[src/rtl/div_pkg.sv]
// Shared definitions for the sequential restoring divider.
// Latency: n/a (types and constants only).
// Backpressure: n/a.
package div_pkg;

  // Default operand widths: dividend/quotient and divisor/remainder.
  localparam int NW_DEF = 8;
  localparam int DW_DEF = 7;

  // Divider control states.
  typedef enum logic [1:0] {
    IDLE = 2'd0,
    RUN  = 2'd1,
    DONE = 2'd2
  } state_e;

  // Width of a counter that must hold the values 0..nw.
  function automatic int step_cnt_width(input int nw);
    return $clog2(nw + 1);
  endfunction

endpackage

[src/rtl/div_step.sv]
// One combinational restoring-division step: shift in a dividend bit, trial-subtract the divisor.
// Latency: purely combinational.
// Backpressure: none; evaluated every cycle, consumed by the parent while running.
module div_step #(
  parameter int DW = 7
) (
  input  logic [DW:0]   rem_i,   // partial remainder before this step
  input  logic          bit_i,   // next dividend bit, MSB first
  input  logic [DW-1:0] dvs_i,   // divisor
  output logic [DW:0]   rem_o,   // partial remainder after this step
  output logic          qbit_o   // quotient bit produced by this step
);

  // The shifted value is one bit wider than the partial remainder so the
  // compare against the divisor can never wrap.
  logic [DW+1:0] trial;
  logic [DW+1:0] dvs_ext;

  // Trial subtraction; keep the shifted value when the divisor does not fit.
  always_comb begin
    trial   = {rem_i, bit_i};
    dvs_ext = {2'b00, dvs_i};
    qbit_o  = 1'b0;
    rem_o   = (DW+1)'(trial);
    if (trial >= dvs_ext) begin
      qbit_o = 1'b1;
      rem_o  = (DW+1)'(trial - dvs_ext);
    end
  end

endmodule

[src/rtl/seq_divider.sv]
// Sequential unsigned restoring divider, one quotient bit per clock; optional zero-divisor fast path (DIV_BY_ZERO_EN).
// Latency: NW RUN cycles after the accepting edge, then a one-cycle DONE pulse (NW+2 cycles per division back-to-back).
// Backpressure: start is only sampled in IDLE; requests while busy or in DONE are dropped, never queued.
module seq_divider
  import div_pkg::*;
#(
  parameter int NW = NW_DEF,
  parameter int DW = DW_DEF
) (
  input  logic          clk,
  input  logic          reset,
  input  logic          start,
  input  logic [NW-1:0] dividendin,
  input  logic [DW-1:0] divisorin,
  output logic          busy,
  output logic          done,
  output logic [NW-1:0] quotient,
  output logic [DW-1:0] remainder,
  output logic          divzero
);

  localparam int CW = step_cnt_width(NW);

  // Reject illegal configurations at elaboration time.
  if (NW < 2 || NW > 32) begin : g_bad_nw
    $error("seq_divider: NW must be within 2..32");
  end
  if (DW < 2 || DW > NW) begin : g_bad_dw
    $error("seq_divider: DW must be within 2..NW");
  end

  state_e        state_q;
  // Working register: dividend bits leave at the MSB while quotient bits
  // enter at the LSB, so after NW steps it holds the full quotient.
  logic [NW-1:0] work_q;
  logic [NW-1:0] work_d;
  logic [DW-1:0] dvs_q;
  logic [DW:0]   rem_q;
  logic [DW:0]   rem_d;
  logic [CW-1:0] cnt_q;
  logic          step_qbit;

  logic          busy_q;
  logic          done_q;
  logic [NW-1:0] quo_q;
  logic [DW-1:0] remo_q;

  div_step #(
    .DW(DW)
  ) u_step (
    .rem_i  (rem_q),
    .bit_i  (work_q[NW-1]),
    .dvs_i  (dvs_q),
    .rem_o  (rem_d),
    .qbit_o (step_qbit)
  );

  assign work_d = {work_q[NW-2:0], step_qbit};

`ifdef DIV_BY_ZERO_EN
  logic dz_q;

  // Control FSM plus datapath; a zero divisor skips straight to DONE.
  always_ff @(posedge clk or posedge reset) begin
    if (reset) begin
      state_q <= IDLE;
      work_q  <= '0;
      dvs_q   <= '0;
      rem_q   <= '0;
      cnt_q   <= '0;
      busy_q  <= 1'b0;
      done_q  <= 1'b0;
      quo_q   <= '0;
      remo_q  <= '0;
      dz_q    <= 1'b0;
    end else begin
      case (state_q)
        IDLE: begin
          if (start) begin
            work_q <= dividendin;
            dvs_q  <= divisorin;
            rem_q  <= '0;
            cnt_q  <= '0;
            if (divisorin == '0) begin
              state_q <= DONE;
              done_q  <= 1'b1;
              quo_q   <= '1;
              remo_q  <= dividendin[DW-1:0];
              dz_q    <= 1'b1;
            end else begin
              state_q <= RUN;
              busy_q  <= 1'b1;
            end
          end
        end
        RUN: begin
          work_q <= work_d;
          rem_q  <= rem_d;
          cnt_q  <= cnt_q + 1'b1;
          if (cnt_q == CW'(NW - 1)) begin
            state_q <= DONE;
            busy_q  <= 1'b0;
            done_q  <= 1'b1;
            quo_q   <= work_d;
            remo_q  <= rem_d[DW-1:0];
            dz_q    <= 1'b0;
          end
        end
        DONE: begin
          state_q <= IDLE;
          done_q  <= 1'b0;
        end
        default: begin
          state_q <= IDLE;
          busy_q  <= 1'b0;
          done_q  <= 1'b0;
        end
      endcase
    end
  end

  assign divzero = dz_q;
`else
  // Control FSM plus datapath; a zero divisor simply runs all NW steps,
  // which naturally yields an all-ones quotient and the low dividend bits.
  always_ff @(posedge clk or posedge reset) begin
    if (reset) begin
      state_q <= IDLE;
      work_q  <= '0;
      dvs_q   <= '0;
      rem_q   <= '0;
      cnt_q   <= '0;
      busy_q  <= 1'b0;
      done_q  <= 1'b0;
      quo_q   <= '0;
      remo_q  <= '0;
    end else begin
      case (state_q)
        IDLE: begin
          if (start) begin
            work_q  <= dividendin;
            dvs_q   <= divisorin;
            rem_q   <= '0;
            cnt_q   <= '0;
            state_q <= RUN;
            busy_q  <= 1'b1;
          end
        end
        RUN: begin
          work_q <= work_d;
          rem_q  <= rem_d;
          cnt_q  <= cnt_q + 1'b1;
          if (cnt_q == CW'(NW - 1)) begin
            state_q <= DONE;
            busy_q  <= 1'b0;
            done_q  <= 1'b1;
            quo_q   <= work_d;
            remo_q  <= rem_d[DW-1:0];
          end
        end
        DONE: begin
          state_q <= IDLE;
          done_q  <= 1'b0;
        end
        default: begin
          state_q <= IDLE;
          busy_q  <= 1'b0;
          done_q  <= 1'b0;
        end
      endcase
    end
  end

  assign divzero = 1'b0;
`endif

  assign busy      = busy_q;
  assign done      = done_q;
  assign quotient  = quo_q;
  assign remainder = remo_q;

endmodule
[config.mk]
export PLATFORM = sky130hd
export DESIGN_NAME = seq_divider
export DESIGN_NICKNAME = d
export VERILOG_FILES = /design/src/rtl/div_pkg.sv /design/src/rtl/div_step.sv /design/src/rtl/seq_divider.sv
export SDC_FILE = /design/constraint.sdc
export NUM_CORES = 1
export LEC_CHECK = 0
export ABC_AREA = 0
export BUFFER_PORTS_ARGS = -buffer_cell sky130_fd_sc_hd__buf_2
export CORE_MARGIN = 4
export CORE_UTILIZATION = 57
export DETAILED_ROUTE_END_ITERATION = 16
export GPL_ROUTABILITY_DRIVEN = 0
export PLACE_DENSITY_LB_ADDON = 0.05
export REMOVE_ABC_BUFFERS = 1
export SYNTH_ARGS = -nofsm -noshare
export SYNTH_HDL_FRONTEND = slang
export SYNTH_SLANG_ARGS = --single-unit
export TNS_END_PERCENT = 100
[constraint.sdc]
create_clock -name clk -period 2.3 [get_ports clk]
set_input_delay 0.575 -clock clk [delete_from_list [all_inputs] [get_ports clk]]
set_output_delay 0.575 -clock clk [all_outputs]
set_load 0.02 [all_outputs]
# Yosys cells after proc, flatten, opt, wreduce, memory -nomap -nowiden
# Cells that the tools add are included.
[classes] eq_ne=5 reduce_logical=8 order_cmp=1 n_addsub=2 mux=16 n_bitwise=2
[ops] operator="case mux 8 bit (2 select lines)" count=2
[ops] operator="2-to-1 mux 8 bit" count=3
[ops] operator="AND reduction 2 bit" count=5
[ops] operator=">= comparator 9 x 7 -> 1 bit" count=1
[ops] operator="case mux 4 bit (2 select lines)" count=1
[ops] operator="subtractor 8 x 7 -> 8 bit" count=1
[ops] operator="adder 4 x 1 -> 4 bit, second input constant" count=1
[ops] operator="== test 4 x 3 -> 1 bit, second input constant" count=1
[ops] operator="2-to-1 mux 1 bit" count=4
[ops] operator="2-to-1 mux 2 bit" count=2
[ops] operator="2-to-1 mux 4 bit" count=1
[ops] operator="!= test 2 bit, second input constant" count=2
[ops] operator="case mux 2 bit (2 select lines)" count=1
[ops] operator="case mux 1 bit (3 select lines)" count=1
[ops] operator="AND reduction 3 bit" count=1
[ops] operator="== test 2 x 1 -> 1 bit, second input constant" count=1
[ops] operator="== test 2 bit, second input constant" count=1
[ops] operator="zero test 2 bit" count=1
[ops] operator="NOT 1 bit" count=2
[ops] operator="case mux 1 bit (2 select lines)" count=1
[ops] operator="nonzero test 2 bit" count=1
[totals] regBits=46 output_inout_bits=18 inputBits=18 elab_cells=43

# Logic depth before layout (Yosys ltp)
# Gate-level depths: netlist of run 1.
[depth] word_depth=3 depth_mapped=9 depth_no_buf=8

# Cells and area by module
# Synthesis of run 1 repeated with hierarchy kept, for this count alone.
[hier_totals] cells_unflattened=213 area_unflattened_um2=2441.1
[modules_own_cells] mod="seq_divider" n_inst=1 seq_area_each_um2=1151.1 area_each_um2=1929.4 cells_per_inst=142
[modules_own_cells] mod="div_step" n_inst=1 seq_area_each_um2=0.0 area_each_um2=511.7 cells_per_inst=71

# Least setup slack after synthesis of run 1
# OpenSTA, ideal clock, no wires.
[synth_path] path_type="reg2reg" start="register work_q[7]" end="register rem_q[6]" arrival_time_ns=1.887 setup_ns=0.069 setup_slack_ns=0.344 stages_incl_launch_ff=9 path_cell_list="dfrtp_1 > inv_1 > ha_1 > fa_1 > nand2b_1 > a2111o_1 > o311ai_0 > o211ai_1 > nand3_1"
[synth_via] elab_chain_cells=3
[synth_lines] item="start: declaration" line="seq_divider.sv:35" text="logic [NW-1:0] work_q;"
[synth_lines] item="start signal: assignment" line="seq_divider.sv:141" text="work_q <= dividendin;"
[synth_lines] item="start signal: assignment" line="seq_divider.sv:150" text="work_q <= work_d;"
[synth_lines] item="subtractor 8 x 7 -> 8 bit or >= comparator 9 x 7 -> 1 bit (tied branches)" line="div_step.sv:27, div_step.sv:25"
[synth_lines] item="2-to-1 mux 8 bit (*)" line="div_step.sv:25" text="if (trial >= dvs_ext) begin"
[synth_lines] item="case mux 8 bit (2 select lines) (*)" line="seq_divider.sv:138" text="case (state_q)"
[synth_lines] item="end signal: assignment" line="seq_divider.sv:151" text="rem_q <= rem_d;"
[synth_lines] item="end: declaration" line="seq_divider.sv:38" text="logic [DW:0] rem_q;"
# Every way passes the cells marked *; elsewhere a longest branch is shown, timed or not.
# A chain may end at the register's enable or synchronous reset.

# Final worst setup path of run 1
# Ends and elaborated chain as after synthesis.

==> results of run 1 <==
[layer usage]
layer	part of all wire, %	up-vias
met5	0	-
met4	0.88	0
met3	6.1	5
met2	47	52
met1	46	1019
li1	-	1045
[Yosys cell counts, types with 4 or more instances]
library cell	number	area share (%)
o21ai_0	24	4.9
buf_2	4	0.81
nand3_1	8	1.6
o211ai_1	7	2.1
o311ai_0	4	1.4
nand2_1	55	8.4
dfrtp_1	46	47
nand4_1	10	2.5
and3b_1	7	2.5
nor2_1	13	2.0
clkbuf_1	8	1.2
inv_1	12	1.8
ha_1	8	4.1
nand2b_1	5	1.3
o31ai_1	4	1.2
a21oi_1	13	2.6
[layout by cell type, fill, tap and decap left out, types with 2 or more instances in the layout]
master	count
a31oi_1	3
nor3b_1	3
buf_4	16
nand2_1	55
buf_2	34
o211ai_1	7
o311ai_0	4
a211oi_1	2
nand3_1	8
dfrtp_1	46
o21bai_1	2
nor2b_1	2
clkbuf_8	5
o31ai_1	4
o21ai_0	24
nand2b_1	5
and3b_1	7
inv_1	11
a21oi_1	13
nand4_1	10
nor2_1	13
ha_1	8
nand3b_1	2
[sequential cells by signal (all words and copies together), names as in the netlist]
signal	count
quotient	8
rem_q	8
work_q	8
dvs_q	7
remainder	7
cnt_q	4
state_q	2
busy	1
done	1
[power breakdown]
part	leakage [nW]	internal [mW]	switching, mW
clock	0.0441	0.214	0.279
sequential	0.563	1.21	0.292
combinational	0.742	1.18	1.69
total	1.35	2.60	2.26
[metrics by stage]
stage	setup WS (ns)	cell area, um^2	util [%]	hold slack [ns]
global placement	0.196	2740	67.0	0.452
detailed placement	0.163	2740	67.0	0.458
CTS	0.125	2830	69.2	0.140
floorplan	0.246	2390	-	0.445
global route	-0.00417	2840	69.5	0.139
finish	0.138	2840	69.5	0.142
[final timing paths]
check	to	slack, ns	cells after the start
max	rem_q[6]	0.14	8
min	dvs_q[4]	0.14	2
max reg2reg	rem_q[6]	0.14	8
min reg2reg	quotient[2]	0.47	2
max in group asynchronous	rem_q[0]	1.45	3
min in group clk	dvs_q[4]	0.47	3
[kinds of logic after synthesis]
group           after synthesis  share of synthesized area (%)
simple gates                112                           22.5
compound gates               73                           19.7
flops                        46                           46.7
buf+inv                      28                           4.92
fa+ha+maj                     9                           4.87
xor+xnor                      2                          0.710
other cells                   1                          0.152
mux                           1                          0.457
[repair_timing]
item                       4_1_cts  5_1_grt
buffers inserted                 0        1
setup endpoints to repair        0        7
resized for setup                0        1
[area by class of cell]
type	instances	area share, %
inverters	13	1.72
well taps	50	2.20
repair buffers	50	10.2
flip-flops and latches	46	40.5
clock buffers	5	2.42
clock inverters	3	0.749
multi-input cells	198	42.2
==> metrics, run 1 <==
total power consumption of the routed design between 4 and 5 mW; wire length reported by the detailed router about 5.5 mm; hold buffers post-CTS 0; Initial DRT Pass Iterations 4; primary flip-flop cell chosen by synthesis mapping dfrtp_1; routed via count around 2,100; global-route usage over all layers roughly 22%; non-filler instance count after layout around 370; share of final-layout standard cells stronger than drive strength 1 a little over a fifth; worst hold path type input pin to async pin; synthesis-stage register bit count 46; width of the chip 73.8 um; met1 demand-to-capacity share in global routing ~31%; cts bufs inserted 5; initial DRC count 177; total area of multi-input combinational cells about 1200 um^2; Total Die Area roughly 5400 um^2; final net count ~340; Mean Syn Cell Area between 9 and 10 um^2; aggregate negative setup slack 0 ns; count of endpoints failing hold in the final timing report 0; sum of overflow across all layers after global routing 0; Port-buffer cells 34; Clock Sinks 46; max-slew violation count 0; count of mapped cells out of synthesis ~270; vias in the first global route 1,972; I/O pin count 36; first-pass GRT wire length roughly 9.2 mm; worst endpoint required time 2.54 ns; number of distinct library cells after synthesis between 40 and 50; highest-utilization routing layer at the global route stage met2; htree depth 2; routed length per instance between 15 and 20 um; chip height about 74 um; Largest delay share family, worst path compound AO/OA/AOI/OAI gates; Ys Warns 0; starting density of the core 60.3%; cell with the largest stage delay on the worst path dfrtp_1; number of antenna cells inserted 0; Avg Vias per Cell between 5 and 6; worst-path fanout max 4; static leakage power 1.35 nW; synthesized cell area about 2500 um^2; endpoint type of the worst setup path flop; Area growth, synth to finish 15.2%; CTS clock-pin slew for the worst setup and hold paths roughly 0.09 ns; RSZ-0062 raised after global routing true; Slowest Stage Delay on Critical Path roughly 0.4 ns; layout filler cell count ~340; slew of the pin with the lowest slew margin approximately 0.52 ns; detailed-route DRC error count 0; clock buffer depth 2; Core Area between 4000 and 5000 um^2; max-cap viol count 0; HPWL after detailed placement between 4 and 5 mm; Period Utilization, post-route between 90% and 100%; CP Launch Point work_q[7]; maximum clock rate ~460 MHz; maximum number of pins on one net before global-route repair 42; clock tree from TritonCTS yes; sequential-to-total area share from yosys stat between 40% and 50%; fraction of met3 tracks used by global routing a little over 4%; EDFF count, synth 0; number of antenna violations at the first check in global routing 0; Worst IR Drop VDD approximately 870 uV; Tmin final 2.16 ns; asr flop ratio synth 100%; number of instances in the placed design roughly 360; worst setup path category flop to flop; FF/Latch Area 1150 um^2; power density over the cells between 1500 and 2000 nW/um^2; reg-to-reg startpoint work_q[7]; met2 global-route usage around a third; Crit path buffers/inverters 1; worst skew pair latency about 0.30 ns; clk_skew 0.00625 ns; Core Rows 23; Post-DRT Antenna Nets 0; CTS root buf clkbuf_8; Crit path arrival time about 2.4 ns; outcome finished clean; max_slew headroom about two thirds; list of cells traversed by the critical path inv_1 -> ha_1 -> fa_1 -> nand2b_1 -> a2111o_1 -> o311ai_0 -> o211ai_1 -> nand3_1; Final setup violation count 0; type of element launching the critical path flop
Power figures use the tool's default switching activity.
==> run 2, diff against run 1 <==
--- a/config.mk
+++ b/config.mk
@@ -7,6 +7,7 @@
 export LEC_CHECK = 0
 export ABC_AREA = 0
 export BUFFER_PORTS_ARGS = -buffer_cell sky130_fd_sc_hd__buf_2
+export CAP_MARGIN = 5
 export CORE_MARGIN = 4
 export CORE_UTILIZATION = 57
 export DETAILED_ROUTE_END_ITERATION = 16
==> constraint.sdc (replaced) <==
create_clock -name clk -period 2.4 [get_ports clk]
set_input_delay 0.24 -clock clk [delete_from_list [all_inputs] [get_ports clk]]
set_output_delay 0.24 -clock clk [all_outputs]
set_load 0.02 [all_outputs]
==> run 2 against run 1 <==
First-iteration DRC count shrank 9.0%; setup slack improved by 0.098 ns; die area stayed put; cell area did not move; via count is 0.47% higher; global-route usage grew 0.56 points; clock power hardly changed; register-to-register slack improved by 0.098 ns; non-clock buffer count down 2; combinational power is 6% lower; largest cell class unchanged; largest power group unchanged.
==> metrics, run 2 (same netlist as run 1, synthesis figures left out) <==
Avg Vias per Cell approximately 6; Final setup violation count 0; maximum clock rate about 460 MHz; worst endpoint required time around 2.7 ns; type of element launching the critical path flop; worst-path fanout max 5; max-cap viol count 0; Area growth, synth to finish 15.2%; post-place setup slack 0.176 ns; outcome finished clean; FF/Latch Area ~1200 um^2; list of cells traversed by the critical path inv_1 -> ha_1 -> fa_1 -> nand2b_1 -> a2111o_1 -> o311ai_0 -> o211ai_1 -> nand3_1; detailed-route DRC error count 0; wire length reported by the detailed router roughly 5.6 mm; routed length per instance 15.3 um; clock tree from TritonCTS yes; cells on worst reg2reg path 8; capture instance of the worst register-to-register path remainder[6]; capture point of the worst path remainder[6]; CTS root buf clkbuf_8; Port-buffer cells 34; max_slew headroom 48.9%; Period Utilization, post-route ~90%; cts bufs inserted 5; final worst slack approximately 0.24 ns; Total Die Area between 5000 and 6000 um^2; Post-DRT Antenna Nets 0; static leakage power around 1.3 nW; Largest delay share family, worst path compound AO/OA/AOI/OAI gates; Clock Sinks 46; aggregate negative setup slack 0 ns; number of antenna cells inserted 0; reg-to-reg startpoint work_q[7]; R2R Setup Slk around 0.24 ns; worst hold path type input pin to flop; Crit path arrival time approximately 2.4 ns; RSZ-0062 raised after global routing false; number of instances in the placed design between 300 and 400; Core Area 4090 um^2; most common cell after layout, fill and taps aside nand2_1; sum of overflow across all layers after global routing 0; Initial DRT Pass Iterations 4; share of final-layout standard cells stronger than drive strength 1 just over 20%; maximum number of pins on one net before global-route repair 26; clk_skew 0.00818 ns; Crit path depth 8; initial DRC count approximately 160; slew of the pin with the lowest slew margin around 0.76 ns; Core Rows 23; clock buffer depth 2; starting density of the core 60.3%; final net count roughly 340; endpoint type of the worst setup path flop; global-route usage over all layers between 20% and 30%; cell with the largest stage delay on the worst path dfrtp_1; HPWL after detailed placement roughly 4 mm; max-slew violation count 0; Slowest Stage Delay on Critical Path 0.42 ns; count of endpoints failing hold in the final timing report 0; first-pass GRT wire length roughly 9.4 mm; layout filler cell count 340; commonest cells after routing, fill and taps aside nand2_1, dfrtp_1, buf_2, o21ai_0; worst setup path category flop to flop; width of the chip about 74 um; chip height approximately 74 um; Tmin final ~2.2 ns; vias in the first global route approximately 2,000; CP Launch Point work_q[7]; Worst IR Drop VDD slightly below 900 uV; power density over the cells approximately 1600 nW/um^2; total area of multi-input combinational cells around 1200 um^2; setup repair bufs after CTS 0; CTS clock-pin slew for the worst setup and hold paths roughly 0.090 ns; htree depth 2; I/O pin count 36; Crit path buffers/inverters 1; worst skew pair latency about 0.31 ns; worst hold slack about 0.13 ns; final non-filler cell area around 2800 um^2; non-filler instance count after layout 363; routed via count 2,131; number of antenna violations at the first check in global routing 0; total placed instance area around 2700 um^2
==> run 2: changes by cell type in the layout (fill, tap and decap cells not counted), sizes merged <==
cell / delta
clkinv: -2
dlygate4sd3: +1
buf: -3
inv: +1
clkinvlp: +1
==> run 2: power by group <==
part / leakage (nW) / total, mW / switching (mW) / internal (mW)
Sequential: 0.563 / 1.42 / 0.265 / 1.16
Clock: 0.0408 / 0.494 / 0.286 / 0.208
Combinational: 0.731 / 2.70 / 1.61 / 1.09
Total: 1.33 / 4.61 / 2.16 / 2.45
==> run 2: per-stage QoR <==
stage	utilization, %	total power, mW
2_1_floorplan	-	3.29
3_3_place_gp	67.0	4.04
3_5_place_dp	67.0	4.10
4_1_cts	69.5	4.60
5_1_grt	69.5	5.03
6_report	69.5	4.61
==> run 2: timing repair <==
item / in CTS / in global routing
setup endpoints to repair: 0 / 2
hold buffers: 1 / 0
gates resized for setup: 0 / 1
hold endpoints to repair: 23 / 0
==> run 2: metal layers <==
layer	up-vias	track usage, %	routed length (um)
met4	0	7.24	90
met2	72	34.7	2510
met5	-	0	0
li1	1047	-	-
met3	9	4.79	325
met1	1003	31.6	2650
==> run 2: layout make-up <==
class,count,share of cell area [%]
Timing Repair Buffer,48,10.2
Multi-Input combinational cell,198,42.1
Clock inverter,3,0.837
Clock buffer,5,2.42
Inverter,13,1.72
Tap cell,50,2.20
Sequential cell,46,40.5
==> run 2: worst min path at each step <==
stage	cells past startpoint	end	start	slack (ns)
detailed placement	2	done	reset	0.29
global route	3	dvs_q[5]	divisorin[5]	0.15
floorplan	2	dvs_q[1]	divisorin[1]	0.36
finish	3	dvs_q[6]	divisorin[6]	0.13
CTS	3	dvs_q[2]	divisorin[2]	0.13
global placement	2	dvs_q[3]	reset	0.30
==> run 2: worst reg2reg max path: stages, from the launching register on <==
cell and delay, ns:
dfrtp_1 0.42, inv_1 0.07, ha_1 0.22, fa_1 0.40, nand2b_1 0.21, a2111o_1 0.39, o311ai_0 0.14, o211ai_1 0.16
nand3_1 0.11
==> run 3, diff against run 2 <==
--- a/config.mk
+++ b/config.mk
@@ -5,12 +5,12 @@
 export SDC_FILE = /design/constraint.sdc
 export NUM_CORES = 1
 export LEC_CHECK = 0
-export ABC_AREA = 0
-export BUFFER_PORTS_ARGS = -buffer_cell sky130_fd_sc_hd__buf_2
+export ABC_AREA = 1
 export CAP_MARGIN = 5
 export CORE_MARGIN = 4
-export CORE_UTILIZATION = 57
+export CORE_UTILIZATION = 62
 export DETAILED_ROUTE_END_ITERATION = 16
+export DONT_BUFFER_PORTS = 1
 export GPL_ROUTABILITY_DRIVEN = 0
 export PLACE_DENSITY_LB_ADDON = 0.05
 export REMOVE_ABC_BUFFERS = 1
==> run 3 against run 2 <==
Sequential cell count stayed put; cell count is 5.2% lower; power is 7.9% lower; first-iteration DRC count is 31% lower; sequential power is 12% higher; worst hold slack worse by 0.13 ns; combinational power is 19% lower; synthesized cell count is 8.1% higher.
==> metrics, run 3 <==
Core Rows 22; share of the synthesized netlist area taken by xor and xnor gates roughly 1.1%; Seq pwr share a little under two fifths; starting density of the core around 64%; worst skew pair latency 0.30 ns; count of instances resized after the clock tree is built 0; share of cell area taken by muxes after synthesis 0%; routed length per instance roughly 14 um; top-count cell post-synth nand2_1; worst hold path type input pin to async pin; Worst IR Drop VDD about 840 uV; Post-DRT Antenna Nets 0; type of element launching the critical path flop; aggregate negative setup slack 0 ns; synthesis-stage register bit count 46; wire length reported by the detailed router around 5.0 mm; cell-internal power between 2 and 2.5 mW; clock power share 11.3%; Period Utilization, post-route between 70% and 80%; Core Area approximately 3700 um^2; count of mapped cells out of synthesis approximately 300; combinational power share approximately 51%; RSZ-0062 raised after global routing false; Initial DRT Pass Iterations 4; cts bufs inserted 5; vias in the first global route roughly 1,800; Port-buffer cells 0; primary flip-flop cell chosen by synthesis mapping dfrtp_1; combinational family with the most area after synthesis simple AND/OR/NAND/NOR gates; width of the chip just under 70 um; maximum number of pins on one net before global-route repair between 40 and 50; CTS clock-pin slew for the worst setup and hold paths about 0.09 ns; leading post-synthesis cells by cell area dfrtp_1, nand2_1, inv_1; final worst slack 0.545 ns; clock tree from TritonCTS yes; Avg Vias per Cell approximately 5.4; sequential-to-total area share from yosys stat between 40% and 50%; endpoint type of the worst setup path flop; EDFF count, synth 0; outcome finished clean; cells on worst reg2reg path 10; sum of overflow across all layers after global routing 0; Ys Warns 0; clock buffer depth 2; clk_skew between 0.007 and 0.008 ns; setup repair bufs after CTS 0; Final setup violation count 0; total power consumption of the routed design between 4 and 5 mW; synthesized-area fraction occupied by ao, oa, aoi and oai cells ~8.7%; commonest cells after routing, fill and taps aside nand2_1, dfrtp_1, inv_1, nand3_1, o21ai_0; detailed-route DRC error count 0; max-cap viol count 0; initial DRC count ~110; worst setup path category flop to flop; Clock Sinks between 40 and 50; final net count around 320; CTS root buf clkbuf_8; Mean Syn Cell Area roughly 8 um^2; Area growth, synth to finish 5.39%; max-slew violation count 0; power spent charging and discharging nets around 2.1 mW; power density over the cells between 1500 and 2000 nW/um^2; maximum clock rate 539 MHz; worst endpoint required time 2.64 ns; max_slew headroom between 30% and 40%; Total Die Area roughly 4800 um^2; HPWL after detailed placement about 3.5 mm; Crit path arrival time ~2.1 ns; worst-path fanout max 10; count of endpoints failing hold in the final timing report 0; I/O pin count 36; most area-hungry cell type in the Yosys netlist dfrtp_1; number of distinct library cells after synthesis 29; Tmin final around 1.9 ns; slew of the pin with the lowest slew margin roughly 0.9 ns; htree depth 2; chip height about 70 um; routed via count about 1,800; global-route usage over all layers between 20% and 30%; static leakage power between 1 and 1.5 nW; post-place setup slack ~0.62 ns; hold buffers post-CTS 0; Simple-Gate Fraction of Synth Area between 20% and 30%; first-pass GRT wire length ~8.6 mm; most common cell after layout, fill and taps aside nand2_1; synthesized cell area about 2300 um^2; proportion of netlist area held by the largest area contributor about half; net switching fraction of the power approximately half; number of antenna cells inserted 0; share of final-layout standard cells stronger than drive strength 1 11.5%; number of antenna violations at the first check in global routing 0; post-synthesis share of cell area spent on full adders, half adders and majority gates approximately 5.1%; most common library cells after synthesis nand2_1, dfrtp_1, inv_1; final non-filler cell area around 2500 um^2; total placed instance area about 2400 um^2; asr flop ratio synth 100%
run 3: cell count changes in the layout (fill, tap and decap cells not counted), sizes merged, moves of 4 or more:
| cell | before | now |
|---|---|---|
| o22ai | 0 | 6 |
| o311ai | 5 | 0 |
| nand2b | 5 | 0 |
| and3b | 7 | 0 |
| a21oi | 13 | 9 |
| o21ai | 26 | 14 |
| buf | 47 | 3 |
| o211ai | 7 | 2 |
| nand2 | 56 | 118 |
| nand4 | 10 | 2 |
| nand3 | 8 | 16 |
| inv | 13 | 38 |
| nor2 | 13 | 17 |
run 3: worst paths after layout:
kind                           endpoint  slack, ns         start
max in group asynchronous      rem_q[1]       1.83         reset
min in group clk               dvs_q[0]       0.06  divisorin[0]
hold / removal              quotient[5]      0.003         reset
setup reg to reg           remainder[2]       0.54      rem_q[3]
hold reg to reg                rem_q[7]       0.49      rem_q[7]
setup / recovery           remainder[2]       0.54      rem_q[3]
run 3: cell type report:
| class | instances | area [um^2] |
|---|---|---|
| inverters | 38 | 143 |
| well taps | 48 | 60.1 |
| fillers | 320 | 1190 |
| clock buffers | 5 | 68.8 |
| flip-flops and latches | 46 | 1150 |
| multi-input cells | 201 | 1000 |
| repair buffers | 3 | 22.5 |
| clock inverters | 3 | 23.8 |
run 3: cells by family (layout without fill, tap and decap cells):
kind of cell / count (synthesis) / in the layout
other: 1 / 1
flip-flops: 46 / 46
XOR/XNOR: 3 / 3
AND/OR/NAND/NOR: 153 / 153
AO/OA/AOI/OAI: 35 / 35
buffers and inverters: 47 / 49
adder cells (fa/ha/maj): 9 / 9
run 3: per-layer routing:
metal	vias up	global-route usage, %	wire length (um)
met2	52	35.3	2420
li1	918	-	-
met3	11	5.07	289
met4	0	7.81	86
met5	-	0	0
met1	864	30.2	2180
run 3: worst max-delay path, cell delays in order, from the launching register on:
cell	delay (ns)
dfrtp_1	0.43
ha_1	0.37
nand2_1	0.10
nand2_1	0.10
nand2_1	0.10
nand3_2	0.11
nor2_4	0.29
nand2_2	0.06
nand2_1	0.10
nand2_1	0.06
nand2_1	0.07
run 3: stage by stage:
step	hold slack (ns)	std cells	utilization (%)
floorplan	0.357	285	-
global placement	0.359	336	65.0
detailed placement	0.365	336	65.0
CTS	0.0423	344	67.5
global route	0.0605	344	67.5
finish	0.00269	344	67.5
run 3: power groups by stage:
stage                     clock [mW]  sequential (mW)  combinational, mW
after global routing           0.531             1.63               2.50
final                          0.482             1.59               2.18
after global placement             0             1.58               2.10
after floorplan                    0             1.52               1.71
after detailed placement           0             1.60               2.15
after CTS                      0.491             1.59               2.17
